File: src/rtl/d_mem_pkg.sv
// Shared definitions for the D-side memory path.
// Provides the adapter state encoding, the line/beat geometry constants and
// the line_offset helper, which returns the byte offset of an address within
// its 32-byte line.
package d_mem_pkg;

    localparam int LINE_W = 256;
    localparam int BEAT_W = 64;
    localparam int BEATS  = LINE_W / BEAT_W;
    localparam int CNT_W  = $clog2(BEATS);

    typedef enum logic [2:0] {
        IDLE,
        RD_CMD,
        RD_DATA,
        WR_DATA,
        RESP
    } state_t;

    function automatic logic [4:0] line_offset(input logic [31:0] addr);
        return 5'(addr % 32);
    endfunction

endpackage

File: src/rtl/line_beat_buf.sv
// Line buffer: BEATS x BEAT_W register file.
// Ports:
//   clk        clock
//   wr_en      write one beat at slot wr_idx (read reassembly)
//   wr_idx     beat slot
//   wr_beat    beat data
//   load       parallel load of a whole line (write data); wins over wr_en
//   load_line  line to load
//   line       flat view, slot i at bits [BEAT_W*i +: BEAT_W]
module line_beat_buf
    import d_mem_pkg::*;
(
    input  logic                 clk,
    input  logic                 wr_en,
    input  logic [CNT_W-1:0]     wr_idx,
    input  logic [BEAT_W-1:0]    wr_beat,
    input  logic                 load,
    input  logic [LINE_W-1:0]    load_line,
    output logic [LINE_W-1:0]    line
);

    logic [BEAT_W-1:0] mem [BEATS];

    always_ff @(posedge clk) begin
        if (load) begin
            for (int i = 0; i < BEATS; i++) begin
                mem[i] <= load_line[BEAT_W*i +: BEAT_W];
            end
        end else if (wr_en) begin
            mem[wr_idx] <= wr_beat;
        end
    end

    always_comb begin
        line = '0;
        for (int i = 0; i < BEATS; i++) begin
            line[BEAT_W*i +: BEAT_W] = mem[i];
        end
    end

endmodule

File: src/rtl/d_line_burst_adapter.sv
// Line-to-burst adapter between the D-side stride prefetcher and bmem.
// Converts one 256-bit line read/write into 4 x 64-bit bmem beats and
// reassembles read bursts into a single line response. One transaction in
// flight; every response is tagged with its line-aligned address.
// Ports:
//   clk, rst                      clock, synchronous active-high reset
//   line_addr/read/write/wdata    line request (level, held until line_resp)
//   line_rdata/resp/raddr         one-cycle completion with data and tag
//   bmem_addr/read/write/wdata    burst command and write beats
//   bmem_ready                    memory accepts command/beat this cycle
//   bmem_raddr/rdata/rvalid       returning read beats with address tag
module d_line_burst_adapter
    import d_mem_pkg::*;
(
    input  logic                 clk,
    input  logic                 rst,
    input  logic [31:0]          line_addr,
    input  logic                 line_read,
    input  logic                 line_write,
    input  logic [LINE_W-1:0]    line_wdata,
    output logic [LINE_W-1:0]    line_rdata,
    output logic                 line_resp,
    output logic [31:0]          line_raddr,
    output logic [31:0]          bmem_addr,
    output logic                 bmem_read,
    output logic                 bmem_write,
    output logic [BEAT_W-1:0]    bmem_wdata,
    input  logic                 bmem_ready,
    input  logic [31:0]          bmem_raddr,
    input  logic [BEAT_W-1:0]    bmem_rdata,
    input  logic                 bmem_rvalid
);

    localparam logic [CNT_W-1:0] LAST_BEAT = CNT_W'(BEATS - 1);

    state_t             state;
    logic [CNT_W-1:0]   cnt;
    logic [31:0]        lat_addr;

    logic [31:0]        req_line;
    logic               beat_hit;
    logic [CNT_W-1:0]   cnt_nxt;
    logic [CNT_W-1:0]   wr_idx;
    logic [BEAT_W-1:0]  wr_beat;
    logic [LINE_W-1:0]  buf_line;

    assign req_line = line_addr - 32'(line_offset(line_addr));
    // Beats are matched on the line part of their tag only.
    assign beat_hit = bmem_rvalid &&
                      ((bmem_raddr - 32'(line_offset(bmem_raddr))) == lat_addr);
    assign cnt_nxt  = cnt + 1'b1;
    // bmem_write low inside WR_DATA marks the setup cycle after the buffer
    // load; beat 0 is fetched then, later beats look one slot ahead.
    assign wr_idx   = bmem_write ? cnt_nxt : cnt;
    assign wr_beat  = buf_line[BEAT_W*wr_idx +: BEAT_W];

    line_beat_buf u_buf (
        .clk       (clk),
        .wr_en     (state == RD_DATA && beat_hit),
        .wr_idx    (cnt),
        .wr_beat   (bmem_rdata),
        .load      (state == IDLE && line_write),
        .load_line (line_wdata),
        .line      (buf_line)
    );

    always_ff @(posedge clk) begin
        if (rst) begin
            state      <= IDLE;
            cnt        <= '0;
            lat_addr   <= '0;
            line_resp  <= 1'b0;
            line_rdata <= '0;
            line_raddr <= '0;
            bmem_read  <= 1'b0;
            bmem_write <= 1'b0;
            bmem_addr  <= '0;
            bmem_wdata <= '0;
        end else begin
            case (state)
                IDLE: begin
                    if (line_write) begin
                        lat_addr  <= req_line;
                        bmem_addr <= req_line;
                        cnt       <= '0;
                        state     <= WR_DATA;
                    end else if (line_read) begin
                        lat_addr  <= req_line;
                        bmem_addr <= req_line;
                        bmem_read <= 1'b1;
                        state     <= RD_CMD;
                    end
                end
                RD_CMD: begin
                    if (bmem_ready) begin
                        bmem_read <= 1'b0;
                        cnt       <= '0;
                        state     <= RD_DATA;
                    end
                end
                RD_DATA: begin
                    if (beat_hit) begin
                        cnt <= cnt_nxt;
                        if (cnt == LAST_BEAT) begin
                            // The last beat lands in the buffer on this same
                            // edge, so splice it in directly.
                            line_rdata <= {bmem_rdata, buf_line[LINE_W-BEAT_W-1:0]};
                            line_raddr <= lat_addr;
                            line_resp  <= 1'b1;
                            state      <= RESP;
                        end
                    end
                end
                WR_DATA: begin
                    if (!bmem_write) begin
                        bmem_write <= 1'b1;
                        bmem_wdata <= wr_beat;
                    end else if (bmem_ready) begin
                        if (cnt == LAST_BEAT) begin
                            bmem_write <= 1'b0;
                            line_rdata <= '0;
                            line_raddr <= lat_addr;
                            line_resp  <= 1'b1;
                            state      <= RESP;
                        end else begin
                            cnt        <= cnt_nxt;
                            bmem_wdata <= wr_beat;
                        end
                    end
                end
                RESP: begin
                    // Requests still held here belong to this transaction.
                    line_resp <= 1'b0;
                    state     <= IDLE;
                end
                default: state <= IDLE;
            endcase
        end
    end

    a_single_request: assert property (@(posedge clk) disable iff (rst)
        !(state == IDLE && line_read && line_write));

endmodule

File: config.mk
export PLATFORM = sky130hd
export DESIGN_NAME = d_line_burst_adapter
export DESIGN_NICKNAME = d
export VERILOG_FILES = /design/src/rtl/d_mem_pkg.sv /design/src/rtl/line_beat_buf.sv /design/src/rtl/d_line_burst_adapter.sv
export SDC_FILE = /design/constraint.sdc
export NUM_CORES = 1
export LEC_CHECK = 0
export CORE_AREA = 10 10 291 293
export DETAILED_ROUTE_END_ITERATION = 16
export DIE_AREA = 0 0 301 303
export PLACE_DENSITY = 0.64
export SLEW_MARGIN = 40
export SYNTH_ARGS = -nofsm -noshare
export SYNTH_HDL_FRONTEND = slang
export SYNTH_SLANG_ARGS = --single-unit
export TNS_END_PERCENT = 10
File: constraint.sdc
create_clock -name clk -period 8.85 [get_ports clk]
set_input_delay 1.3275 -clock clk [delete_from_list [all_inputs] [get_ports clk]]
set_output_delay 1.3275 -clock clk [all_outputs]
set_load 0.02 [all_outputs]
# --- Word level (Yosys, flattened, before mapping) ---
# Memories as Yosys holds them, arrays and structs flattened.
# Cells that the tools add are included.
word_totals:
  inputBits: 390
  ff_bits: 392
  out_inout_bits: 387
  memories: 1
  ram_bits: 256
classes:
  mux: 52
  add_sub_neg: 3
  n_reduce_logical: 18
  n_eq_ne: 19
  shifts: 1
memory_table:
  columns: ["memory", "words", "word_bits", "rd", "rd_ports_with_merged_regs", "write_ports", "line_no", "text"]
  rows:
  - ["u_buf.mem", 4, 64, 4, 0, 4, "line_beat_buf.sv:22", "logic [BEAT_W-1:0] mem [BEATS];"]
ops:
  columns: ["cell", "n"]
  rows:
  - ["$mux W256", 5]
  - ["$pmux W256 S2", 1]
  - ["$mux W64", 4]
  - ["$shiftx A256 B9 Y64", 1]
  - ["$mux W32", 6]
  - ["$pmux W32 S2", 1]
  - ["$reduce_or A64 Y1", 1]
  - ["$sub A32 B5 Y32", 2]
  - ["$eq A32 B32 Y1", 1]
  - ["$mux W3", 7]
  - ["$ne A2 B2 Y1 const B", 10]
  - ["$mux W1", 16]
  - ["$mux W2", 8]
  - ["$pmux W3 S4", 1]
  - ["$reduce_and A4 Y1", 3]
  - ["$pmux W2 S4", 1]
  - ["$reduce_and A7 Y1", 1]
  - ["$eq A3 B2 Y1 const B", 2]
  - ["$reduce_and A6 Y1", 1]
  - ["$reduce_bool A2 Y1", 3]
  - ["$reduce_and A5 Y1", 1]
  - ["$ne A2 B1 Y1 const B", 2]
  - ["$reduce_bool A4 Y1", 1]
  - ["$eq A3 B1 Y1 const B", 1]
  - ["11 further kinds", 13]

# --- Longest topological paths before layout ---
# Gate-level depths: netlist of the first run.
logic_depth:
  word_depth: 9
  depth_mapped: 8

# --- Modules after synthesis ---
# Synthesis of the first run repeated with hierarchy kept, for this count alone.
unflattened:
  cells_unflattened: 2482
  hier_area_um2: 27214.9
modules_own_cells:
  columns: ["module", "seq_area_each_um2", "area_per_inst_um2", "instances", "cells_per_inst"]
  rows:
  - ["d_line_burst_adapter", 7647.3, 16294.4, 1, 1932]
  - ["line_beat_buf", 7687.4, 10920.5, 1, 550]

# --- Worst setup path after synthesis of the first run ---
# Ideal clock, no wire load.
synth_timing:
  kind: "input port to flip-flop"
  from: "input bmem_raddr[21]"
  to: "memory u_buf.mem[3][0] (enable)"
  setup_slack_ps: 1249
  arrival_ps: 7026
  setup_time_ps: 574
  required_time_ps: 8276
  n_path_buf: 3
  cell_stages: 8
  path_cell_list: "xnor2_1 > nand4_1 > nor4_2 > buf_4 > nand2_1 > buf_2 > buf_2 > o21ai_0"
synth_lines:
  columns: ["element", "line_no", "text"]
  rows:
  - ["start, declared", "d_line_burst_adapter.sv:29", "input logic [31:0] bmem_raddr,"]
  - ["end, declared", "line_beat_buf.sv:22", null]

==> reports/results.tsv, run 1 <==
stage	metric	value	unit
status	outcome	complete, no violations	
synthesis	Seq/Total Area, Yosys	55.1	%
place	Placed Instance Area	36300	um^2
layout	Final Util	49.5	%
synthesis	post-synthesis async set-or-reset flop share	0	%
clock_network	Post-CTS Hold Fix Bufs	0	
global_route	largest net degree at the start of global routing	196	
floorplanning	Die Y	303	um
routing	vias per inst	5.18	
synthesis	Main synth FF type	dfxtp_1	
synthesis	area share of the largest cell type after synthesis	27.6	%
synthesis	post-synthesis xor/xnor area fraction	0.909	%
global_route	vias in the first global route	22900	
place	Port Buffers	756	
timing	Tmin final	4.73	ns
layout	multi-input logic area	11700	um^2
clock_network	CTS Buf Count	74	
routing	routed wire length	109000	um
timing	worst-margin pin slew	0.825	ns
timing	Final Hold Fails	0	
floorplanning	Die X	301	um
clock_network	Post-CTS Setup Bufs	0	
timing	Slew HR	45.0	%
synthesis	Post-Synth Adder-Cell Area	0.0450	%
worst_setup_path	worst-path fanout max	47	
clock_network	CTS H-tree depth	3	
timing	final setup fails	0	
synthesis	largest family of logic cells by synthesized area	multiplexers	
synthesis	synthesized cell area	27800	um^2
layout	Fillers	7008	
layout	share of layout cells above drive strength 1	14.6	%
clock_network	Longest Clk Path Bufs	3	
clock_network	post-cts resize count	0	
power_and_ir_drop	Cell Pwr Density	212	nW/um^2
routing	drt pass-1 iters	7	
clock_network	insertion delay to the later sink of the worst-skew pair	0.63	ns
floorplanning	Site Rows	103	
synthesis	Ys Warns	0	
global_route	first-pass GRT wire length	156000	um
timing	Final Slew Violations	0	
clock_network	clk sinks	638	
synthesis	mux contribution to synthesized area	25.8	%
routing	1st-iter DRT viols	1446	
timing	Highest Clock Rate	211	MHz
place	post-DP HPWL	74000	um
layout	Reg area	15300	um^2
worst_setup_path	Critical Path AT	4.98	ns
routing	WL/cell	25.8	um
routing	routed via count	21800	
timing	Worst Slack Setup Final	4.12	ns
global_route	total global-route track usage	22.8	%
floorplanning	number of I/O pins	777	
job	max cap viols	0	
clock_network	CTS tree	done	
timing	post-route setup TNS	0	ns
power_and_ir_drop	Static Leak	15.4	nW
power_and_ir_drop	peak supply drop	0.134	mV
synthesis	FF+latch count, synth	638	
synthesis	Post-Synth Simple-Gate Area	12.6	%
synthesis	cell taking the most area after synthesis	edfxtp_1	
floorplanning	Die ar.	91200	um^2
layout	area delta synth->final	40.0	%
synthesis	post-synthesis cell count	2413	
synthesis	number of synthesized flops with an enable pin	256	
layout	fin area	38900	um^2
global_route	initial antenna violation count	21	
routing	Post-route DRC	0	
worst_setup_path	crit path capture type	flop	
timing	Setup Skew	0.0275	ns
hold_path	HP Class	flop to flop	
synthesis	Syn Area/Cell	11.5	um^2
routing	antenna-violating nets left	0	
clock_network	root buf cell	clkbuf_16	
clock_network	clk slew on worst S/H paths	0.06	ns
worst_setup_path	Reg2Reg Setup Slack	4.81	ns
worst_setup_path	Startpoint Class	input port	
worst_setup_path	WS Path Type	input port to flop	
timing	RSZ-0062 raised after global routing	false	
synthesis	compound-gate portion of the synthesized area	2.12	%
place	GP Congestion	0.848	
floorplanning	Starting Density	35.4	%
synthesis	top cells by area, synth	edfxtp_1, dfxtp_1, mux2i_1, mux2_2, nand2_1	
power_and_ir_drop	Final Power	0.00827	W
synthesis	distinct cell type count after synthesis	40	
layout	# nets final	3471	
floorplanning	Core ar.	78600	um^2
global_route	grt ovf	0	
worst_setup_path	Worst EP required	9.10	ns
place	dpl ws	3.34	ns
timing	period utilisation layout	53.5	%
-- cell usage in the layout, fill, tap and decap left out, types with 3 or more instances in the layout --
| cell | n |
|---|---|
| a21oi_1 | 95 |
| a31oi_1 | 3 |
| and2_1 | 3 |
| buf_12 | 6 |
| buf_16 | 6 |
| buf_4 | 16 |
| buf_6 | 7 |
| bufinv_16 | 5 |
| clkbuf_1 | 21 |
| clkbuf_16 | 76 |
| clkbuf_8 | 10 |
| clkdlybuf4s50_1 | 755 |
| clkinv_1 | 3 |
| clkinv_2 | 13 |
| conb_1 | 10 |
| dfxtp_1 | 382 |
| diode_2 | 13 |
| edfxtp_1 | 256 |
| inv_6 | 3 |
| mux2_1 | 27 |
| mux2_2 | 229 |
| mux2i_1 | 285 |
| mux4_2 | 64 |
| nand2_1 | 499 |
| nand2_4 | 4 |
| nand3_1 | 264 |
| nand4_1 | 12 |
| nand4b_1 | 3 |
| nor2_1 | 11 |
| nor2b_1 | 3 |
| nor3_1 | 6 |
| o21ai_0 | 3 |
| xnor2_1 | 27 |
-- kinds of logic (layout without fill, tap and decap cells) --
logic type,after synthesis,in the layout
adders and majority gates,1,1
buffers and inverters,212,931
xor gates and xnor gates,28,28
muxes,606,606
AOI/OAI and AO/OA,112,112
other,1,23
DFF,638,638
and+or+nand+nor,815,815
-- flip-flops by register name, indices dropped and copies added, names as in the netlist --
signal      flops
cnt             2
lat_addr       27
line_rdata    256
u_buf.mem     256
line_raddr     27
line_resp       1
bmem_wdata     64
bmem_write      1
bmem_read       1
state           3
-- synthesized netlist by cell type, types with 20 or more instances --
| master | instances |
|---|---|
| a21oi_1 | 96 |
| mux2_1 | 27 |
| mux2_2 | 229 |
| edfxtp_1 | 256 |
| buf_2 | 58 |
| buf_4 | 20 |
| xnor2_1 | 27 |
| mux4_2 | 64 |
| nand3_1 | 265 |
| clkbuf_1 | 127 |
| nand2_1 | 505 |
| dfxtp_1 | 382 |
| mux2i_1 | 286 |
-- metal layers --
| layer | up-vias | global-route usage, % | wire length, um |
|---|---|---|---|
| met5 | - | 0 | 107 |
| met4 | 16 | 8.12 | 3450 |
| met3 | 179 | 6.71 | 8600 |
| met2 | 801 | 40.1 | 55300 |
| met1 | 10800 | 26.1 | 41200 |
| li1 | 9950 | - | - |
-- power breakdown --
part	total, W	leakage (nW)	switching (W)	internal, W
logic	0.00153	8.65	0.000899	0.000634
registers	0.00360	5.48	0.000175	0.00343
clock network	0.00314	1.22	0.00131	0.00183
-- worst max-delay path, stage by stage --
cell	delay (ns)
clkdlybuf4s50_1	0.44
xnor2_1	0.33
nand4_1	0.17
nor4_2	0.72
nand3_4	0.72
nand2_4	0.59
buf_6	0.58
-- worst paths after layout --
kind                                     start                to  cells past startpoint
worst max-delay path            bmem_raddr[25]  u_buf.mem[0][42]                      7
worst min-delay path            bmem_wdata[31]    bmem_wdata[31]                      2
worst max register to register        state[2]   line_rdata[217]                      9
worst min register to register  bmem_wdata[31]    bmem_wdata[31]                      2
-- stage by stage --
stage | hold slack, ns | instances
5_1_grt | 0.471 | 4201
6_report | 0.452 | 4204
4_1_cts | 0.455 | 4188
2_1_floorplan | 0.515 | 2422
3_3_place_gp | 0.443 | 4045
3_5_place_dp | 0.447 | 4051
-- final cells by class --
class,count,area share (%)
antenna,13,0.0835
clock buffer,107,5.44
clock inverter,30,0.948
inverter,3,0.0610
multi-input combinational,1572,30.0
sequential,638,39.4
tap,1050,3.37
timing repair buffer,791,20.7
No activity file was read; power rests on OpenSTA's default activity.
==> run 2: changes to the inputs <==
clock period = 4.6 ns   (was 8.85 ns; I/O delays follow)
==> run 2 against run 1 <==
Net effect:
- register-to-register slack worse by 3.3 ns
- global-route usage is 0.076 points lower
- utilization hardly changed
- clock skew is 0.0041 ns lower
- via count is 1.0% higher
==> reports/results.tsv, run 2 (synthesis results as in run 1) <==
stage	metric	value	unit
clock_network	CTS H-tree depth	3	
layout	area delta synth->final	40.0	%
timing	RSZ-0062 raised after global routing	false	
job	max cap viols	0	
layout	Fillers	6932	
global_route	largest net degree at the start of global routing	94	
worst_setup_path	WS Path Type	input port to flop	
worst_setup_path	Worst EP required	4.94	ns
layout	biggest regs	line_rdata (256), u_buf.mem (256), bmem_wdata (64)	
layout	fin area	39000	um^2
layout	most common cell after layout, fill and taps aside	clkdlybuf4s50_1	
worst_setup_path	crit path capture type	flop	
layout	# nets final	3482	
clock_network	post-cts resize count	0	
routing	routed wire length	108000	um
routing	met2 wire length	54000	um
routing	routed via count	22000	
clock_network	Post-CTS Setup Bufs	0	
power_and_ir_drop	peak supply drop	0.240	mV
global_route	first-pass GRT wire length	155000	um
clock_network	clk sinks	638	
power_and_ir_drop	Cell Pwr Density	405	nW/um^2
clock_network	clk slew on worst S/H paths	0.06	ns
worst_setup_path	Critical Path AT	3.52	ns
routing	WL met3	10300	um
routing	drt pass-1 iters	5	
worst_setup_path	FF-to-FF path depth	6	
floorplanning	Site Rows	103	
place	Placed Instance Area	36500	um^2
routing	Top Metal Used	met5	
routing	Post-route DRC	0	
routing	met1 WL	39800	um
timing	Tmin final	3.18	ns
timing	period utilisation layout	69.1	%
clock_network	Post-CTS Hold Fix Bufs	0	
routing	antenna-violating nets left	0	
clock_network	insertion delay to the later sink of the worst-skew pair	0.61	ns
hold_path	Hold Path Stages	2	
clock_network	CTS tree	done	
timing	Final Slew Violations	0	
clock_network	CTS Buf Count	74	
status	outcome	complete, no violations	
floorplanning	Die Y	303	um
clock_network	root buf cell	clkbuf_16	
global_route	vias in the first global route	23000	
hold_path	HP Class	input port to flop	
place	placed cells	4064	
place	post-DP HPWL	75600	um
global_route	grt ovf	0	
place	GP Congestion	0.886	
timing	Final Hold Fails	0	
power_and_ir_drop	Static Leak	15.4	nW
routing	WL/cell	25.7	um
layout	most frequent cells in the layout	clkdlybuf4s50_1, nand2_1, dfxtp_1	
routing	1st-iter DRT viols	1451	
worst_setup_path	Startpoint Class	input port	
timing	Highest Clock Rate	315	MHz
global_route	total global-route track usage	22.7	%
timing	worst-margin pin slew	0.851	ns
timing	post-route setup TNS	0	ns
routing	vias per inst	5.22	
place	Port Buffers	756	
floorplanning	Die ar.	91200	um^2
floorplanning	Core ar.	78600	um^2
floorplanning	Die X	301	um
clock_network	Longest Clk Path Bufs	3	
timing	Setup Skew	0.0235	ns
global_route	initial antenna violation count	25	
worst_setup_path	worst-path fanout max	29	
timing	Slew HR	43.3	%
floorplanning	number of I/O pins	777	
floorplanning	Starting Density	35.4	%
layout	share of layout cells above drive strength 1	14.9	%
layout	Layout Cells excl Fill	4217	
timing	final setup fails	0	
[run 2: metal layers]
metal  track usage [%]  vias to the layer above
met4              10.7                       12
met1              25.5                    10900
met2              38.6                      932
li1                  -                     9969
met5                 0                        -
met3              7.73                      213
[run 2: area by class of cell]
class | instances | area [um^2] | share of cell area, %
Tap cell | 1050 | 1310 | 3.37
Clock buffer | 96 | 2080 | 5.34
Inverter | 3 | 18.8 | 0.0482
Multi-Input combinational cell | 1572 | 11700 | 30.0
Timing Repair Buffer | 802 | 8140 | 20.9
Antenna cell | 17 | 42.5 | 0.109
Clock inverter | 39 | 319 | 0.819
Sequential cell | 638 | 15300 | 39.4
[run 2: critical path, stage by stage]
cell	delay, ns
clkdlybuf4s50_1	0.44
xnor2_1	0.33
nand4_1	0.22
nor4_2	0.39
buf_4	0.28
nand4b_1	0.30
buf_4	0.39
mux2_1	0.40
[run 2: worst paths after layout]
kind                  startpoint          endpoint  slack, ns
hold / removal               rst    bmem_wdata[57]       0.44
setup reg to reg        state[2]    line_rdata[33]       1.46
hold reg to reg   bmem_wdata[43]    bmem_wdata[43]       0.45
setup / recovery  bmem_raddr[30]  u_buf.mem[2][40]       1.42
[run 2: through the flow]
stage,hold slack [ns],util [%],power [W],setup WS [ns]
5_1_grt,0.403,49.5,0.0164,1.19
3_3_place_gp,0.444,46.3,0.00999,0.872
3_5_place_dp,0.446,46.4,0.0101,0.854
2_1_floorplan,0.515,-,0.00856,0.592
4_1_cts,0.376,49.5,0.0159,1.48
6_report,0.438,49.5,0.0158,1.42
[run 2: where the power goes]
| part | total, W | switching (W) | leakage [nW] | internal, W |
|---|---|---|---|---|
| Sequential | 0.00693 | 0.000342 | 5.48 | 0.00659 |
| Clock | 0.00583 | 0.00245 | 1.18 | 0.00338 |
| Combinational | 0.00300 | 0.00175 | 8.70 | 0.00125 |
==> RTL edit (flow settings as in run 2) <==
The package constant `BEAT_W` goes from 64 to 128.
--- a/src/rtl/d_mem_pkg.sv
+++ b/src/rtl/d_mem_pkg.sv
@@ -5,7 +5,7 @@
 package d_mem_pkg;
 
     localparam int LINE_W = 256;
-    localparam int BEAT_W = 64;
+    localparam int BEAT_W = 128;
     localparam int BEATS  = LINE_W / BEAT_W;
     localparam int CNT_W  = $clog2(BEATS);
 
Interface: changed (resized bmem_rdata and bmem_wdata); port bits go from 777 to 905. No check against the original RTL was run, so the function may have changed too.
==> RTL edit against run 2 <==
Wire length is 7.5% higher. Clock power up 8.7%. Total power fell by 5.7%. Hold slack better by 19 ps. Synthesized area grew 1.9%. Largest cell class unchanged. Largest power group unchanged. Sequential cell count rose by 63. Worst setup slack worse by 210 ps. Non-clock buffer count rose by 129. Cell area rose by 4.4%.
==> RTL edit: results (changes against run 2) <==
GP Congestion = 0.883 (-0.33%)
Pre-CTS setup slack = 832 ps (-21.6 ps)
Top area cells in the synthesized netlist = dfxtp_1 (31%), edfxtp_1 (27%), nand2_1 (7.6%), a21oi_1 (5.1%), mux2_2 (5.1%)
Worst Clk Skew = 28.6 ps (+5.15 ps)
Pin count of the biggest net entering global routing = 167 (+78%)
Netlist cell types = 43 (+7.5%)
Non-clk bufs = 931 (+16%)
Multi-input comb cells = 1,802 (+15%)
CP max-delay cell = or4_1
R2R Setup Slk = 1280 ps (-180 ps)
Yosys top cell area share = 0.314 (+0.0379)
# clock sinks = 701 (+9.9%)
Clkbuf count = 119 (+24%)
RR Startpoint = lat_addr[19]
Number of DRC markers in iteration 0 = 1,836 (+27%)
Initial antenna violation count = 14 (-44%)
Setup ws final = 1210 ps (-214 ps)
Delay-heaviest family, CP = simple AND/OR/NAND/NOR gates
IO Port Bufs = 884 (+17%)
DP Wirelength = 84,100 µm (+11%)
Fillcell total = 7,228 (+4.3%)
Status = complete, no violations
Register Area = 16,600 µm² (+8.2%)
Critical path startpoint = bmem_raddr[23]
Slew headroom = 0.465 (+0.0317)
Clock-cell share = 0.0642 (+0.00259)
Multi-input logic area = 10,600 µm² (-9.8%)
Critical Path End = u_buf.mem[1][50]
Gr usage total = 0.242 (+0.0147)
Hold Path Class = reg2reg
Num CTS Buffers = 79 (+6.8%)
Max VDD drop = 0.000241 V (+0.67%)
CP Max Fanout = 110 (+280%)
R2R cell count = 8 (+2)
Max incr delay on CP = 570 ps (+130 ps)
Number of global-route vias before repair = 23,300 (+1.7%)
WHS Endpoint = line_rdata[49]
Final nets = 3,976 (+14%)
Sw frac = 0.246 (-0.0424)
WL met3 = 9380 µm (-9.4%)
N_diodes = 11 (-6)
## RTL edit: cell types whose count changed after synthesis, sizes merged, moves of 24 or more
cell	run 2	this run
a21oi	96	289
mux2i	286	129
a211oi	0	130
mux2	256	128
nor2	11	133
nand2	505	577
mux4	64	0
dfxtp	382	445
nand2b	1	28
nand4b	3	29
buf	82	106
## RTL edit: tightest hold or removal path, delay by kind of cell, from the launching register on
| kind | cells | cell delay, ps |
|---|---|---|
| compound gates | 1 | 50 |
| flops | 1 | 310 |
| simple gates | 1 | 50 |
## RTL edit: kinds of logic after synthesis
family	count (synthesis)	synth area share
AOI/OAI and AO/OA	456	0.0931
other	1	0.000132
adders and majority gates	1	0.000441
buffers and inverters	240	0.0456
xor gates and xnor gates	26	0.00803
muxes	257	0.0964
DFF	701	0.585
and+or+nand+nor	1052	0.171
## RTL edit: per-stage QoR
| stage | total power, µW | utilization | cells | hold slack, ps | cell area, µm² |
|---|---|---|---|---|---|
| after global placement | 8640 | 0.483 | 4488 | 446 | 38000 |
| final | 14900 | 0.517 | 4648 | 457 | 40700 |
| after CTS | 15000 | 0.516 | 4636 | 431 | 40600 |
| after global routing | 15300 | 0.517 | 4647 | 471 | 40700 |
| after floorplan | 7710 | - | 2743 | 503 | 28400 |
| after detailed placement | 8660 | 0.483 | 4489 | 449 | 38000 |
## RTL edit: metal layers
| layer | global-route usage | vias up |
|---|---|---|
| li1 | - | 11200 |
| met5 | 0 | - |
| met2 | 0.412 | 839 |
| met3 | 0.0713 | 173 |
| met4 | 0.0916 | 4 |
| met1 | 0.286 | 11400 |
## RTL edit: power groups by stage
stage	Sequential (µW)	Combinational, µW	Clock (µW)
floorplan	7080	632	0
global placement	6990	1650	0
detailed placement	7000	1660	0
CTS	6860	1670	6470
global route	6890	1770	6690
finish	6860	1650	6340
